$ cat src/rtl/io_pkg.sv
// io_pkg: shared constants and types for the canvas IO controller and datapath.
// Holds brush/canvas dimensions, colours, canvas origin, the controller state
// enum and a coordinate payload struct, so datapath and controller agree.
package io_pkg;

    localparam int unsigned COORD_W  = 8;
    localparam int unsigned COLOUR_W = 3;
    localparam int unsigned PIX_W    = 15;

    localparam int unsigned DRAW_W  = 11;
    localparam int unsigned DRAW_H  = 15;
    localparam int unsigned ERASE_W = 145;
    localparam int unsigned ERASE_H = 193;

    localparam int unsigned DRAW_TOTAL  = DRAW_W * DRAW_H;
    localparam int unsigned ERASE_TOTAL = ERASE_W * ERASE_H;

    localparam logic [COLOUR_W-1:0] DRAW_COLOUR  = 3'b111;
    localparam logic [COLOUR_W-1:0] ERASE_COLOUR = 3'b000;

    localparam int unsigned CANVAS_X0 = 86;
    localparam int unsigned CANVAS_Y0 = 36;

    typedef enum logic [1:0] {
        IDLE  = 2'd0,
        DRAW  = 2'd1,
        ERASE = 2'd2,
        DONE  = 2'd3
    } io_state_e;

    typedef struct packed {
        logic [COORD_W-1:0] x;
        logic [COORD_W-1:0] y;
    } coord_t;

    // Saturate v into [lo, hi].
    function automatic logic [COORD_W-1:0] clamp_coord(
        input logic [COORD_W-1:0] v,
        input logic [COORD_W-1:0] lo,
        input logic [COORD_W-1:0] hi
    );
        if (v < lo)
            return lo;
        else if (v > hi)
            return hi;
        else
            return v;
    endfunction

endpackage

$ cat src/rtl/io_control_if.sv
// io_control_if: request/command bundle between a requester and io_control.
//   master: drives go_draw, go_erase, x_req, y_req; observes datapath/VGA side.
//   slave : io_control; drives draw, erase, count_reset, x_in, y_in, plot,
//           colour, busy, done.
interface io_control_if;
    import io_pkg::*;

    logic                go_draw;
    logic                go_erase;
    logic [COORD_W-1:0]  x_req;
    logic [COORD_W-1:0]  y_req;
    logic                draw;
    logic                erase;
    logic                count_reset;
    logic [COORD_W-1:0]  x_in;
    logic [COORD_W-1:0]  y_in;
    logic                plot;
    logic [COLOUR_W-1:0] colour;
    logic                busy;
    logic                done;

    modport master (
        output go_draw, go_erase, x_req, y_req,
        input  draw, erase, count_reset, x_in, y_in, plot, colour, busy, done
    );

    modport slave (
        input  go_draw, go_erase, x_req, y_req,
        output draw, erase, count_reset, x_in, y_in, plot, colour, busy, done
    );

endinterface

$ cat src/rtl/io_clamp.sv
// io_clamp: combinational clamp keeping the brush origin inside the canvas.
//   x_raw, y_raw : requested brush origin
//   x_c, y_c     : origin saturated to [X0, X0+ERASE_W-DRAW_W] x [Y0, Y0+ERASE_H-DRAW_H]
module io_clamp
    import io_pkg::*;
#(
    parameter int unsigned DRAW_W  = io_pkg::DRAW_W,
    parameter int unsigned DRAW_H  = io_pkg::DRAW_H,
    parameter int unsigned ERASE_W = io_pkg::ERASE_W,
    parameter int unsigned ERASE_H = io_pkg::ERASE_H
) (
    input  logic [COORD_W-1:0] x_raw,
    input  logic [COORD_W-1:0] y_raw,
    output logic [COORD_W-1:0] x_c,
    output logic [COORD_W-1:0] y_c
);

    localparam int unsigned X_LO = CANVAS_X0;
    localparam int unsigned X_HI = CANVAS_X0 + ERASE_W - DRAW_W;
    localparam int unsigned Y_LO = CANVAS_Y0;
    localparam int unsigned Y_HI = CANVAS_Y0 + ERASE_H - DRAW_H;

    always_comb begin
        x_c = clamp_coord(x_raw, COORD_W'(X_LO), COORD_W'(X_HI));
        y_c = clamp_coord(y_raw, COORD_W'(Y_LO), COORD_W'(Y_HI));
    end

endmodule

$ cat src/rtl/io_control.sv
// io_control: sequencing controller for the canvas IO datapath.
// Arbitrates single-cycle draw/erase requests (erase first), holds one pending
// slot of each kind while busy, and drives the datapath and VGA adapter so
// exactly one brush (DRAW_W x DRAW_H) or canvas (ERASE_W x ERASE_H) sweep is
// plotted per accepted request, followed by a one-cycle done pulse.
//   clock, resetn : clock, asynchronous active-low reset
//   bus (slave)   : go_draw/go_erase/x_req/y_req in; draw, erase, count_reset
//                   (active-low counter reset), x_in, y_in, plot, colour,
//                   busy, done out (all registered)
// Build option: define IO_CONTROL_CLAMP_EN to clamp the latched origin so the
// brush stays inside the canvas; otherwise coordinates pass through untouched.
module io_control
    import io_pkg::*;
#(
    parameter int unsigned         DRAW_W       = io_pkg::DRAW_W,
    parameter int unsigned         DRAW_H       = io_pkg::DRAW_H,
    parameter int unsigned         ERASE_W      = io_pkg::ERASE_W,
    parameter int unsigned         ERASE_H      = io_pkg::ERASE_H,
    parameter logic [COLOUR_W-1:0] DRAW_COLOUR  = io_pkg::DRAW_COLOUR,
    parameter logic [COLOUR_W-1:0] ERASE_COLOUR = io_pkg::ERASE_COLOUR
) (
    input  logic         clock,
    input  logic         resetn,
    io_control_if.slave  bus
);

    localparam int unsigned DRAW_LAST  = DRAW_W * DRAW_H - 1;
    localparam int unsigned ERASE_LAST = ERASE_W * ERASE_H - 1;

    io_state_e          state_q, state_n;
    logic [PIX_W-1:0]   pix_q, pix_n;
    logic               erase_pend_q, erase_pend_n;
    logic               draw_pend_q, draw_pend_n;
    coord_t             pend_q, pend_n;
    coord_t             origin_q, origin_n;

    logic [COORD_W-1:0] sel_x_c, sel_y_c;
    logic [COORD_W-1:0] lat_x_c, lat_y_c;

    // A fresh request's coordinates win over the pending slot.
    always_comb begin
        sel_x_c = bus.go_draw ? bus.x_req : pend_q.x;
        sel_y_c = bus.go_draw ? bus.y_req : pend_q.y;
    end

`ifdef IO_CONTROL_CLAMP_EN
    io_clamp #(
        .DRAW_W  (DRAW_W),
        .DRAW_H  (DRAW_H),
        .ERASE_W (ERASE_W),
        .ERASE_H (ERASE_H)
    ) u_clamp (
        .x_raw (sel_x_c),
        .y_raw (sel_y_c),
        .x_c   (lat_x_c),
        .y_c   (lat_y_c)
    );
`else
    always_comb begin
        lat_x_c = sel_x_c;
        lat_y_c = sel_y_c;
    end
`endif

    // State, pixel counter, pending slots and latched origin.
    always_ff @(posedge clock or negedge resetn) begin
        if (!resetn) begin
            state_q      <= IDLE;
            pix_q        <= '0;
            erase_pend_q <= 1'b0;
            draw_pend_q  <= 1'b0;
            pend_q       <= '0;
            origin_q     <= '0;
        end else begin
            state_q      <= state_n;
            pix_q        <= pix_n;
            erase_pend_q <= erase_pend_n;
            draw_pend_q  <= draw_pend_n;
            pend_q       <= pend_n;
            origin_q     <= origin_n;
        end
    end

    // Next-state, arbitration and pending-slot capture.
    always_comb begin
        state_n      = state_q;
        pix_n        = '0;
        erase_pend_n = erase_pend_q;
        draw_pend_n  = draw_pend_q;
        pend_n       = pend_q;
        origin_n     = origin_q;

        unique case (state_q)
            IDLE: begin
                if (bus.go_erase || erase_pend_q) begin
                    state_n      = ERASE;
                    erase_pend_n = 1'b0;
                    // Draw arriving alongside an erase waits its turn.
                    if (bus.go_draw) begin
                        draw_pend_n = 1'b1;
                        pend_n      = '{x: bus.x_req, y: bus.y_req};
                    end
                end else if (bus.go_draw || draw_pend_q) begin
                    state_n     = DRAW;
                    draw_pend_n = 1'b0;
                    origin_n    = '{x: lat_x_c, y: lat_y_c};
                end
            end
            DRAW: begin
                if (pix_q == PIX_W'(DRAW_LAST))
                    state_n = DONE;
                else
                    pix_n = pix_q + PIX_W'(1);
            end
            ERASE: begin
                if (pix_q == PIX_W'(ERASE_LAST))
                    state_n = DONE;
                else
                    pix_n = pix_q + PIX_W'(1);
            end
            DONE: begin
                state_n = IDLE;
            end
            default: begin
                state_n = IDLE;
            end
        endcase

        // While busy, requests park in the pending slots; newest draw wins.
        if (state_q != IDLE) begin
            if (bus.go_erase)
                erase_pend_n = 1'b1;
            if (bus.go_draw) begin
                draw_pend_n = 1'b1;
                pend_n      = '{x: bus.x_req, y: bus.y_req};
            end
        end
    end

    // Outputs are flopped decodes of the next state so they align with state_q.
    always_ff @(posedge clock or negedge resetn) begin
        if (!resetn) begin
            bus.draw        <= 1'b0;
            bus.erase       <= 1'b0;
            bus.count_reset <= 1'b0;
            bus.plot        <= 1'b0;
            bus.colour      <= '0;
            bus.busy        <= 1'b0;
            bus.done        <= 1'b0;
        end else begin
            bus.draw        <= (state_n == DRAW);
            bus.erase       <= (state_n == ERASE);
            bus.count_reset <= (state_n == DRAW) || (state_n == ERASE);
            bus.plot        <= (state_n == DRAW) || (state_n == ERASE);
            bus.busy        <= (state_n != IDLE);
            bus.done        <= (state_n == DONE);
            if (state_n == DRAW)
                bus.colour <= DRAW_COLOUR;
            else if (state_n == ERASE)
                bus.colour <= ERASE_COLOUR;
            else
                bus.colour <= '0;
        end
    end

    assign bus.x_in = origin_q.x;
    assign bus.y_in = origin_q.y;

endmodule

$ cat src/flat_wrapper.sv
// flat-port wrapper written by rule: the top's interface ports become plain ports
module io_control_flat import io_pkg::*;
#(
    parameter int unsigned         DRAW_W       = io_pkg::DRAW_W,
    parameter int unsigned         DRAW_H       = io_pkg::DRAW_H,
    parameter int unsigned         ERASE_W      = io_pkg::ERASE_W,
    parameter int unsigned         ERASE_H      = io_pkg::ERASE_H,
    parameter logic [COLOUR_W-1:0] DRAW_COLOUR  = io_pkg::DRAW_COLOUR,
    parameter logic [COLOUR_W-1:0] ERASE_COLOUR = io_pkg::ERASE_COLOUR
)
  (clock, resetn, bus_go_draw, bus_go_erase, bus_x_req, bus_y_req, bus_draw, bus_erase, bus_count_reset, bus_x_in, bus_y_in, bus_plot, bus_colour, bus_busy, bus_done);
  io_control_if bus_i ();
  input  logic clock;
  input  logic resetn;
  input wire logic [$bits(bus_i.go_draw)-1:0] bus_go_draw;
  input wire logic [$bits(bus_i.go_erase)-1:0] bus_go_erase;
  input wire logic [$bits(bus_i.x_req)-1:0] bus_x_req;
  input wire logic [$bits(bus_i.y_req)-1:0] bus_y_req;
  output wire logic [$bits(bus_i.draw)-1:0] bus_draw;
  output wire logic [$bits(bus_i.erase)-1:0] bus_erase;
  output wire logic [$bits(bus_i.count_reset)-1:0] bus_count_reset;
  output wire logic [$bits(bus_i.x_in)-1:0] bus_x_in;
  output wire logic [$bits(bus_i.y_in)-1:0] bus_y_in;
  output wire logic [$bits(bus_i.plot)-1:0] bus_plot;
  output wire logic [$bits(bus_i.colour)-1:0] bus_colour;
  output wire logic [$bits(bus_i.busy)-1:0] bus_busy;
  output wire logic [$bits(bus_i.done)-1:0] bus_done;
  assign bus_i.go_draw = bus_go_draw;
  assign bus_i.go_erase = bus_go_erase;
  assign bus_i.x_req = bus_x_req;
  assign bus_i.y_req = bus_y_req;
  assign bus_draw = bus_i.draw;
  assign bus_erase = bus_i.erase;
  assign bus_count_reset = bus_i.count_reset;
  assign bus_x_in = bus_i.x_in;
  assign bus_y_in = bus_i.y_in;
  assign bus_plot = bus_i.plot;
  assign bus_colour = bus_i.colour;
  assign bus_busy = bus_i.busy;
  assign bus_done = bus_i.done;
  io_control #(.DRAW_W(DRAW_W), .DRAW_H(DRAW_H), .ERASE_W(ERASE_W), .ERASE_H(ERASE_H), .DRAW_COLOUR(DRAW_COLOUR), .ERASE_COLOUR(ERASE_COLOUR)) u_core (.clock(clock), .resetn(resetn), .bus(bus_i));
endmodule
$ cat config.mk
export PLATFORM = sky130hd
export DESIGN_NAME = io_control_flat
export DESIGN_NICKNAME = d
export VERILOG_FILES = /design/src/rtl/io_pkg.sv /design/src/rtl/io_control_if.sv /design/src/rtl/io_clamp.sv /design/src/rtl/io_control.sv /design/src/flat_wrapper.sv
export SDC_FILE = /design/constraint.sdc
export NUM_CORES = 1
export LEC_CHECK = 0
export ABC_CLOCK_PERIOD_IN_PS = 2700
export CORE_ASPECT_RATIO = 1.1
export CORE_UTILIZATION = 25
export DETAILED_ROUTE_END_ITERATION = 8
export PLACE_DENSITY_LB_ADDON = 0.1
export SLEW_MARGIN = 20
export SYNTH_ARGS = -nofsm -noshare
export SYNTH_HDL_FRONTEND = slang
export SYNTH_SLANG_ARGS = --single-unit
$ cat constraint.sdc
create_clock -name clock -period 2.7 [get_ports clock]
set_clock_uncertainty 0.15 [all_clocks]
set_input_delay 0.27 -clock clock [delete_from_list [all_inputs] [get_ports clock]]
set_output_delay 0.27 -clock clock [all_outputs]
set_load 0.02 [all_outputs]
==> results of run 1 <==
-- power breakdown --
part	switching, mW	internal (mW)	leakage (nW)	total, mW
Sequential	0.00978	0.862	0.700	0.872
Clock	0.295	0.281	0.0558	0.576
Combinational	0.0482	0.0632	0.680	0.111
-- layer usage --
| layer | wire length, microns | global-route usage | part of all wire |
|---|---|---|---|
| met3 | 253 | 0.0337 | 0.047 |
| met1 | 2500 | 0.136 | 0.46 |
| met2 | 2560 | 0.177 | 0.47 |
| met5 | 0 | 0 | 0 |
| met4 | 95 | 0.0441 | 0.018 |
-- final cells by class --
type                            instances  area (sq um)
Clock buffer                            6          72.6
Clock inverter                          2          38.8
Fill cell                            1030          6670
Inverter                                6          22.5
Multi-Input combinational cell        148          1130
Sequential cell                        56          1400
Tap cell                              140           175
Timing Repair Buffer                   52           523
-- layout by cell type (no fill, tap or decap), drive strengths merged, types with 3 or more instances in the layout --
master	netlist	layout
nand3	6	6
mux2	16	16
nand4	4	4
mux2i	16	16
nand2	19	19
clkbuf	8	6
a21oi	3	3
ha	10	10
clkdlybuf4s50	0	43
dfrtp	56	56
inv	6	7
o21ai	19	19
xor2	11	11
nor2	19	19
and4	4	4
buf	6	8
or4	3	3
-- critical path, stage by stage, from the launching register on --
cell and delay (ns):
dfrtp_1 0.44, inv_1 0.07, ha_1 0.14, or4b_4 0.47
or4_4 0.52, a21oi_1 0.18, o211ai_1 0.13, ha_1 0.29
-- path summary, 6_finish.rpt --
check                      slack (ns)  cells after the start                      to                from
setup / recovery                 0.20                      7  u_core.bus.count_reset     u_core.pix_q[0]
hold / removal                   0.33                      2      u_core.bus.x_in[6]  u_core.bus.x_in[6]
setup reg to reg                 0.20                      7  u_core.bus.count_reset     u_core.pix_q[0]
hold reg to reg                  0.33                      2      u_core.bus.x_in[6]  u_core.bus.x_in[6]
max in group asynchronous        1.48                      3      u_core.bus.y_in[3]              resetn
min in group asynchronous        0.34                      2        u_core.bus.erase              resetn
-- cells by family (layout without fill, tap and decap cells) --
family          count (synthesis)  after routing  synth area share
xor+xnor                       12             12            0.0400
buf+inv                        20             66            0.0390
compound gates                 28             28            0.0680
simple gates                   66             66             0.143
flops                          56             56             0.533
fa+ha+maj                      10             10            0.0476
mux                            32             32             0.129
-- per-stage QoR --
step | cell area, sq um | instances | setup slack [ns] | hold slack [ns]
3_5_place_dp | 3240 | 401 | 0.195 | 0.179
3_3_place_gp | 3240 | 401 | 0.247 | 0.174
4_1_cts | 3360 | 410 | 0.186 | 0.346
2_1_floorplan | 2630 | 224 | 0.308 | -0.176
6_report | 3360 | 410 | 0.204 | 0.335
5_1_grt | 3360 | 410 | 0.0686 | 0.356
==> impl_metrics.tcl, run 1 <==
set metrics [dict create \
    routedWlPerCell_microns 13.2 \
    synth-async-reset-ratio 1.00 \
    initialDrtViolationCount 39 \
    vias_per_cell 4.25 \
    ios 45 \
    insertion_delay_ns 0.32 \
    worstPathArrival_ns 2.56 \
    die_x_microns 99.8 \
    maxCapViolCount 0 \
    syn_to_final_growth_pct 27.9 \
    coreArea_sq_mm 0.0100 \
    tritoncts "done" \
    netlist_top_cells_area "dfrtp_1, mux2_2, mux2i_1" \
    max_slew_margin 0.598 \
    synth_top_area_share 0.533 \
    fp.dieArea_sq_mm 0.0109 \
    yosysTopAreaCell "dfrtp_1" \
    fmax_mhz 401 \
    post_cts_buffers 0 \
    syn_area_sq_mm 0.00263 \
    place_congestion 0.700 \
    drive_gt1_frac 0.174 \
    final_antenna_net_count 0 \
    ctsHoldBuffers 1 \
    crit_required_ns 2.76 \
    cts_max_path_buffers 2 \
    grt_pass1_wl_microns 9050 \
    finalCriticalPeriod_ns 2.50 \
    cts.sinks 56 \
    yosysWarnings 0 \
    cts_resized 0 \
    fp-row-count 38 \
    synth.most_common_cell "dfrtp_1" \
    p_leak_nw 1.44 \
    crit_type "flip-flop to flip-flop" \
    status "completed" \
    vias 1743 \
    cts_buffers 5 \
    hold_viol 0 \
    die_h_microns 110 \
    synth_cell_types 37 \
    nets 299 \
    period_share 0.924 \
    tightest_slew_ns 0.603 \
    hold_class "flip-flop to flip-flop" \
    power.total_mw 1.56 \
    grt_usage 0.109 \
    dp_hpwl_microns 3640 \
    drv_slew 0 \
    port_buffers 44 \
    endpoint_kind "flip-flop" \
    fin_setup_tns_ns 0 \
    worst_ir_drop_vdd_v 0.000185 \
    finalSetupViolations 0 \
    antenna_found_initial 0 \
    syn_inst 224 \
    grt_pass1_vias 1811 \
    grt-ovfl-total 0 \
    synth_edf_count 0 \
    synth_seq_cells 56 \
    wirelength_microns 5410 \
    diodes 0 \
    path_clk_slew_ns 0.10 \
    syn_area_per_cell_sq_um 11.7 \
    fin_util 0.335 \
    synth_fp_nets 254 \
    synth_common_cells "dfrtp_1, nand2_1, o21ai_0, mux2_2, mux2i_1" \
    power_density_mw_per_mm2 464 \
    rsz0062_at_grt "no" \
    start_util 0.262 \
    critPathMaxFanout 5 \
    yosysSeqAreaShare 0.533 \
    drc_errors 0 \
    grt_max_degree 33 \
    synth_ff_type "dfrtp_1" \
    crit_path_start_kind "flip-flop" \
    htreeDepth 2 \
    dr.pass1.iters 3 \
    root_buffer "clkbuf_8" \
]
Note: power is estimated with default switching activity, not from simulation.
==> inputs of run 2 (changes only) <==
==> constraint.sdc (replaced) <==
create_clock -name clock -period 2.7 [get_ports clock]
set_clock_uncertainty 0.15 [all_clocks]
set_input_delay 0.405 -clock clock [delete_from_list [all_inputs] [get_ports clock]]
set_output_delay 0.405 -clock clock [all_outputs]
set_load 0.02 [all_outputs]
==> run 2 against run 1 <==
Routed wire length shrank 3.1%. Worst setup slack lost 0.040 ns. First-iteration DRC count is the same. Clock power shrank 15%. Hold slack lost 0.26 ns. Register-to-register slack lost 0.04 ns. Final area shrank 0.97%. Critical path depth is the same. Via count shrank 1.8%.
==> impl_metrics.tcl, run 2 (synthesis gave the netlist of run 1 again) <==
set metrics [dict create \
    vias_per_cell 4.17 \
    layout_commonest_cell "dfrtp_1" \
    fp.dieArea_sq_mm 0.0109 \
    crit_top_cell "ha_1" \
    finalSetupViolations 0 \
    crit_path_top_delay_cell "or4_4" \
    vias 1711 \
    die_x_microns 99.8 \
    initialDrtViolationCount 39 \
    r2r_slack_ns 0.16 \
    grt_pass1_vias 1740 \
    stdcell_count 410 \
    maxCapViolCount 0 \
    worst_ir_drop_vdd_v 0.000214 \
    status "completed" \
    root_buffer "clkbuf_8" \
    dp_hpwl_microns 3530 \
    final_antenna_net_count 0 \
    cpPeakStageDelay_ns 0.52 \
    cts_buffers 5 \
    cts_max_path_buffers 2 \
    p_leak_nw 1.42 \
    finalCriticalPeriod_ns 2.54 \
    cts_resized 0 \
    hold_viol 0 \
    power_density_mw_per_mm2 440 \
    drive_gt1_frac 0.178 \
    ios 45 \
    grt_pass1_wl_microns 8880 \
    cp.buffers_inverters 1 \
    htreeDepth 2 \
    final_cell_mix "dfrtp_1, clkdlybuf4s50_1, nand2_1" \
    grt-ovfl-total 0 \
    dp.cells 402 \
    tritoncts "done" \
    die_h_microns 110 \
    fin_setup_tns_ns 0 \
    hold_class "input pin to async pin" \
    post_cts_buffers 0 \
    port_buffers 44 \
    routedWlPerCell_microns 12.8 \
    start_util 0.262 \
    fp-row-count 38 \
    crit_family "simple AND/OR/NAND/NOR gates" \
    worstPathArrival_ns 2.59 \
    insertion_delay_ns 0.31 \
    nets 299 \
    path_clk_slew_ns 0.10 \
    place_congestion 0.702 \
    drc_errors 0 \
    max_slew_margin 0.514 \
    crit_type "flip-flop to flip-flop" \
    dr.pass1.iters 4 \
    rsz0062_at_grt "no" \
    fmax_mhz 394 \
    diodes 0 \
    grt_usage 0.106 \
    crit_path_start_kind "flip-flop" \
    crit_required_ns 2.75 \
    wirelength_microns 5240 \
    antenna_found_initial 0 \
    tightest_slew_ns 0.728 \
    critPathMaxFanout 5 \
    cts.sinks 56 \
    coreArea_sq_mm 0.0100 \
    grt_max_degree 57 \
    period_share 0.939 \
    endpoint_kind "flip-flop" \
    crit_chain "inv_1 > ha_1 > or4b_4 > or4_4 > a21oi_1 > o211ai_1 > ha_1" \
    syn_to_final_growth_pct 26.6 \
    ctsHoldBuffers 0 \
    drv_slew 0 \
]
-- run 2: layer usage --
metal / part of all wire / up-vias / GRT usage
li1: - / 860 / -
met1: 0.49 / 812 / 0.137
met2: 0.45 / 33 / 0.172
met3: 0.042 / 6 / 0.0248
met4: 0.015 / 0 / 0.0378
met5: 0 / - / 0
-- run 2: final cells by class --
type	instances	area, sq um
clock inverter	1	7.51
fill	1018	6700
inverter	6	22.5
clock buffer	7	86.3
sequential	56	1400
timing repair buffer	52	508
tap	140	175
multi-input combinational	148	1130
-- run 2: stage by stage --
step | utilization | cell area (sq um) | power, mW | hold slack (ns) | setup WS, ns
detailed placement | 0.323 | 3240 | 1.00 | 0.319 | 0.179
floorplan | - | 2630 | 0.938 | -0.0406 | 0.308
global route | 0.332 | 3330 | 1.55 | 0.139 | 0.0632
CTS | 0.332 | 3330 | 1.50 | 0.109 | 0.168
finish | 0.332 | 3330 | 1.47 | 0.0717 | 0.165
global placement | 0.323 | 3240 | 0.998 | 0.310 | 0.249
-- run 2: power by group --
part	internal, mW	total (mW)	switching [mW]
Combinational	0.0603	0.108	0.0472
Sequential	0.862	0.872	0.00975
Clock	0.210	0.488	0.278
-- run 2: final timing paths --
check | from | end | cells after the start
min | resetn | u_core.bus.done | 2
max reg2reg | u_core.pix_q[0] | u_core.bus.count_reset | 7
max | u_core.pix_q[0] | u_core.bus.count_reset | 7
min reg2reg | u_core.bus.x_in[6] | u_core.bus.x_in[6] | 2
max in group asynchronous | resetn | u_core.pix_q[9] | 2
min in group clock | u_core.bus.x_in[6] | u_core.bus.x_in[6] | 2
==> inputs of run 3 (changes only) <==
--- a/config.mk
+++ b/config.mk
@@ -6,9 +6,11 @@
 export NUM_CORES = 1
 export LEC_CHECK = 0
 export ABC_CLOCK_PERIOD_IN_PS = 2700
+export CAP_MARGIN = 20
 export CORE_ASPECT_RATIO = 1.1
 export CORE_UTILIZATION = 25
 export DETAILED_ROUTE_END_ITERATION = 8
+export MAX_ROUTING_LAYER = met4
 export PLACE_DENSITY_LB_ADDON = 0.1
 export SLEW_MARGIN = 20
 export SYNTH_ARGS = -nofsm -noshare
==> run 3 against run 2 <==
Die area unchanged. Worst setup slack got worse by 0.00082 ns. Global-route usage increased by 0.33 points. Sequential cell count unchanged. Sequential share of layout area unchanged. Sequential power about the same. Register-to-register slack is essentially flat. Critical endpoint unchanged.
==> impl_metrics.tcl, run 3 (synthesis gave the netlist of run 1 again) <==
set metrics [dict create \
    crit_type "flip-flop to flip-flop" \
    grt_use_met2 0.172 \
    worstPathArrival_ns 2.59 \
    drc_errors 0 \
    start_util 0.262 \
    routedWlPerCell_microns 12.8 \
    tightest_slew_ns 0.728 \
    rsz0062_at_grt "no" \
    status "completed" \
    hold_class "input pin to async pin" \
    pwr-share-clk 0.333 \
    fp-row-count 38 \
    grt_busiest_layer "met2" \
    tritoncts "done" \
    grt-ovfl-total 0 \
    die_h_microns 110 \
    antenna_found_initial 0 \
    syn_to_final_growth_pct 26.6 \
    p_sw_mw 0.335 \
    endpoint_kind "flip-flop" \
    p_int_mw 1.13 \
    cts_buffers 5 \
    grt_pass1_vias 1739 \
    htreeDepth 2 \
    nets 299 \
    insertion_delay_ns 0.31 \
    netSwitchingFraction 0.229 \
    coreArea_sq_mm 0.0100 \
    place_congestion 0.710 \
    path_clk_slew_ns 0.10 \
    drv_slew 0 \
    finalCriticalPeriod_ns 2.54 \
    port_buffers 44 \
    max_slew_margin 0.515 \
    cpPeakStageDelay_ns 0.52 \
    cp.buffers_inverters 1 \
    post_cts_buffers 0 \
    critPathMaxFanout 5 \
    combPwrFrac 0.073 \
    grt_use_met3 0.0242 \
    vias_per_cell 4.18 \
    dp_hpwl_microns 3530 \
    cts_resized 0 \
    layout_commonest_cell "dfrtp_1" \
    ctsHoldBuffers 0 \
    power_density_mw_per_mm2 440 \
    crit_path_top_delay_cell "or4_4" \
    crit_chain "inv_1 > ha_1 > or4b_4 > or4_4 > a21oi_1 > o211ai_1 > ha_1" \
    grt_usage 0.109 \
    crit_path_start_kind "flip-flop" \
    diodes 0 \
    worst_ir_drop_vdd_v 0.000214 \
    root_buffer "clkbuf_8" \
    wirelength_microns 5250 \
    fp.dieArea_sq_mm 0.0109 \
    ios 45 \
    maxCapViolCount 0 \
    fin_setup_tns_ns 0 \
    p_leak_nw 1.42 \
    die_x_microns 99.8 \
    final_antenna_net_count 0 \
    vias 1713 \
    cts.sinks 56 \
    finalSetupViolations 0 \
    drive_gt1_frac 0.178 \
    cts_max_path_buffers 2 \
    fmax_mhz 394 \
    period_share 0.939 \
    hold_viol 0 \
    crit_family "simple AND/OR/NAND/NOR gates" \
    met1_usage 0.138 \
    dr.pass1.iters 4 \
    crit_required_ns 2.75 \
    p_seq_frac 0.594 \
    final_cell_mix "dfrtp_1, clkdlybuf4s50_1, nand2_1" \
    initialDrtViolationCount 46 \
    grt_pass1_wl_microns 8890 \
    fin_util 0.332 \
    grt_max_degree 57 \
    crit_top_cell "ha_1" \
]
run 3: layout make-up:
class / instances / area, sq um
Fill cell: 1018 / 6700
Sequential cell: 56 / 1400
Multi-Input combinational cell: 148 / 1130
Timing Repair Buffer: 52 / 508
Clock buffer: 7 / 86.3
Clock inverter: 1 / 7.51
Tap cell: 140 / 175
Inverter: 6 / 22.5
run 3: path summary, 6_finish.rpt:
path | startpoint | cells past startpoint | slack (ns) | to
worst min-delay path | resetn | 2 | 0.07 | u_core.bus.done
max in group asynchronous | resetn | 2 | 1.84 | u_core.pix_q[9]
worst max register to register | u_core.pix_q[0] | 7 | 0.16 | u_core.bus.count_reset
min in group clock | u_core.bus.x_in[6] | 2 | 0.33 | u_core.bus.x_in[6]
worst min register to register | u_core.bus.x_in[6] | 2 | 0.33 | u_core.bus.x_in[6]
worst max-delay path | u_core.pix_q[0] | 7 | 0.16 | u_core.bus.count_reset
run 3: power groups by stage:
stage	logic (mW)	clock network, mW	registers [mW]
after global placement	0.111	0	0.887
after global routing	0.121	0.550	0.875
after detailed placement	0.111	0	0.888
after floorplan	0.0516	0	0.887
after CTS	0.112	0.515	0.872
final	0.108	0.488	0.872
run 3: metal layers:
| metal | wire, microns | up-vias |
|---|---|---|
| li1 | - | 861 |
| met1 | 2590 | 813 |
| met2 | 2370 | 33 |
| met3 | 212 | 6 |
| met4 | 80 | 0 |
| met5 | 0 | - |
run 3: stage by stage:
| step | hold slack (ns) | area, sq um | setup slack (ns) | power [mW] | std cells |
|---|---|---|---|---|---|
| 6_report | 0.0717 | 3330 | 0.164 | 1.47 | 410 |
| 5_1_grt | 0.139 | 3330 | 0.0632 | 1.55 | 410 |
| 4_1_cts | 0.109 | 3330 | 0.168 | 1.50 | 410 |
| 3_5_place_dp | 0.319 | 3240 | 0.179 | 1.00 | 402 |
| 3_3_place_gp | 0.310 | 3240 | 0.249 | 0.998 | 402 |
| 2_1_floorplan | -0.0406 | 2630 | 0.308 | 0.938 | 224 |
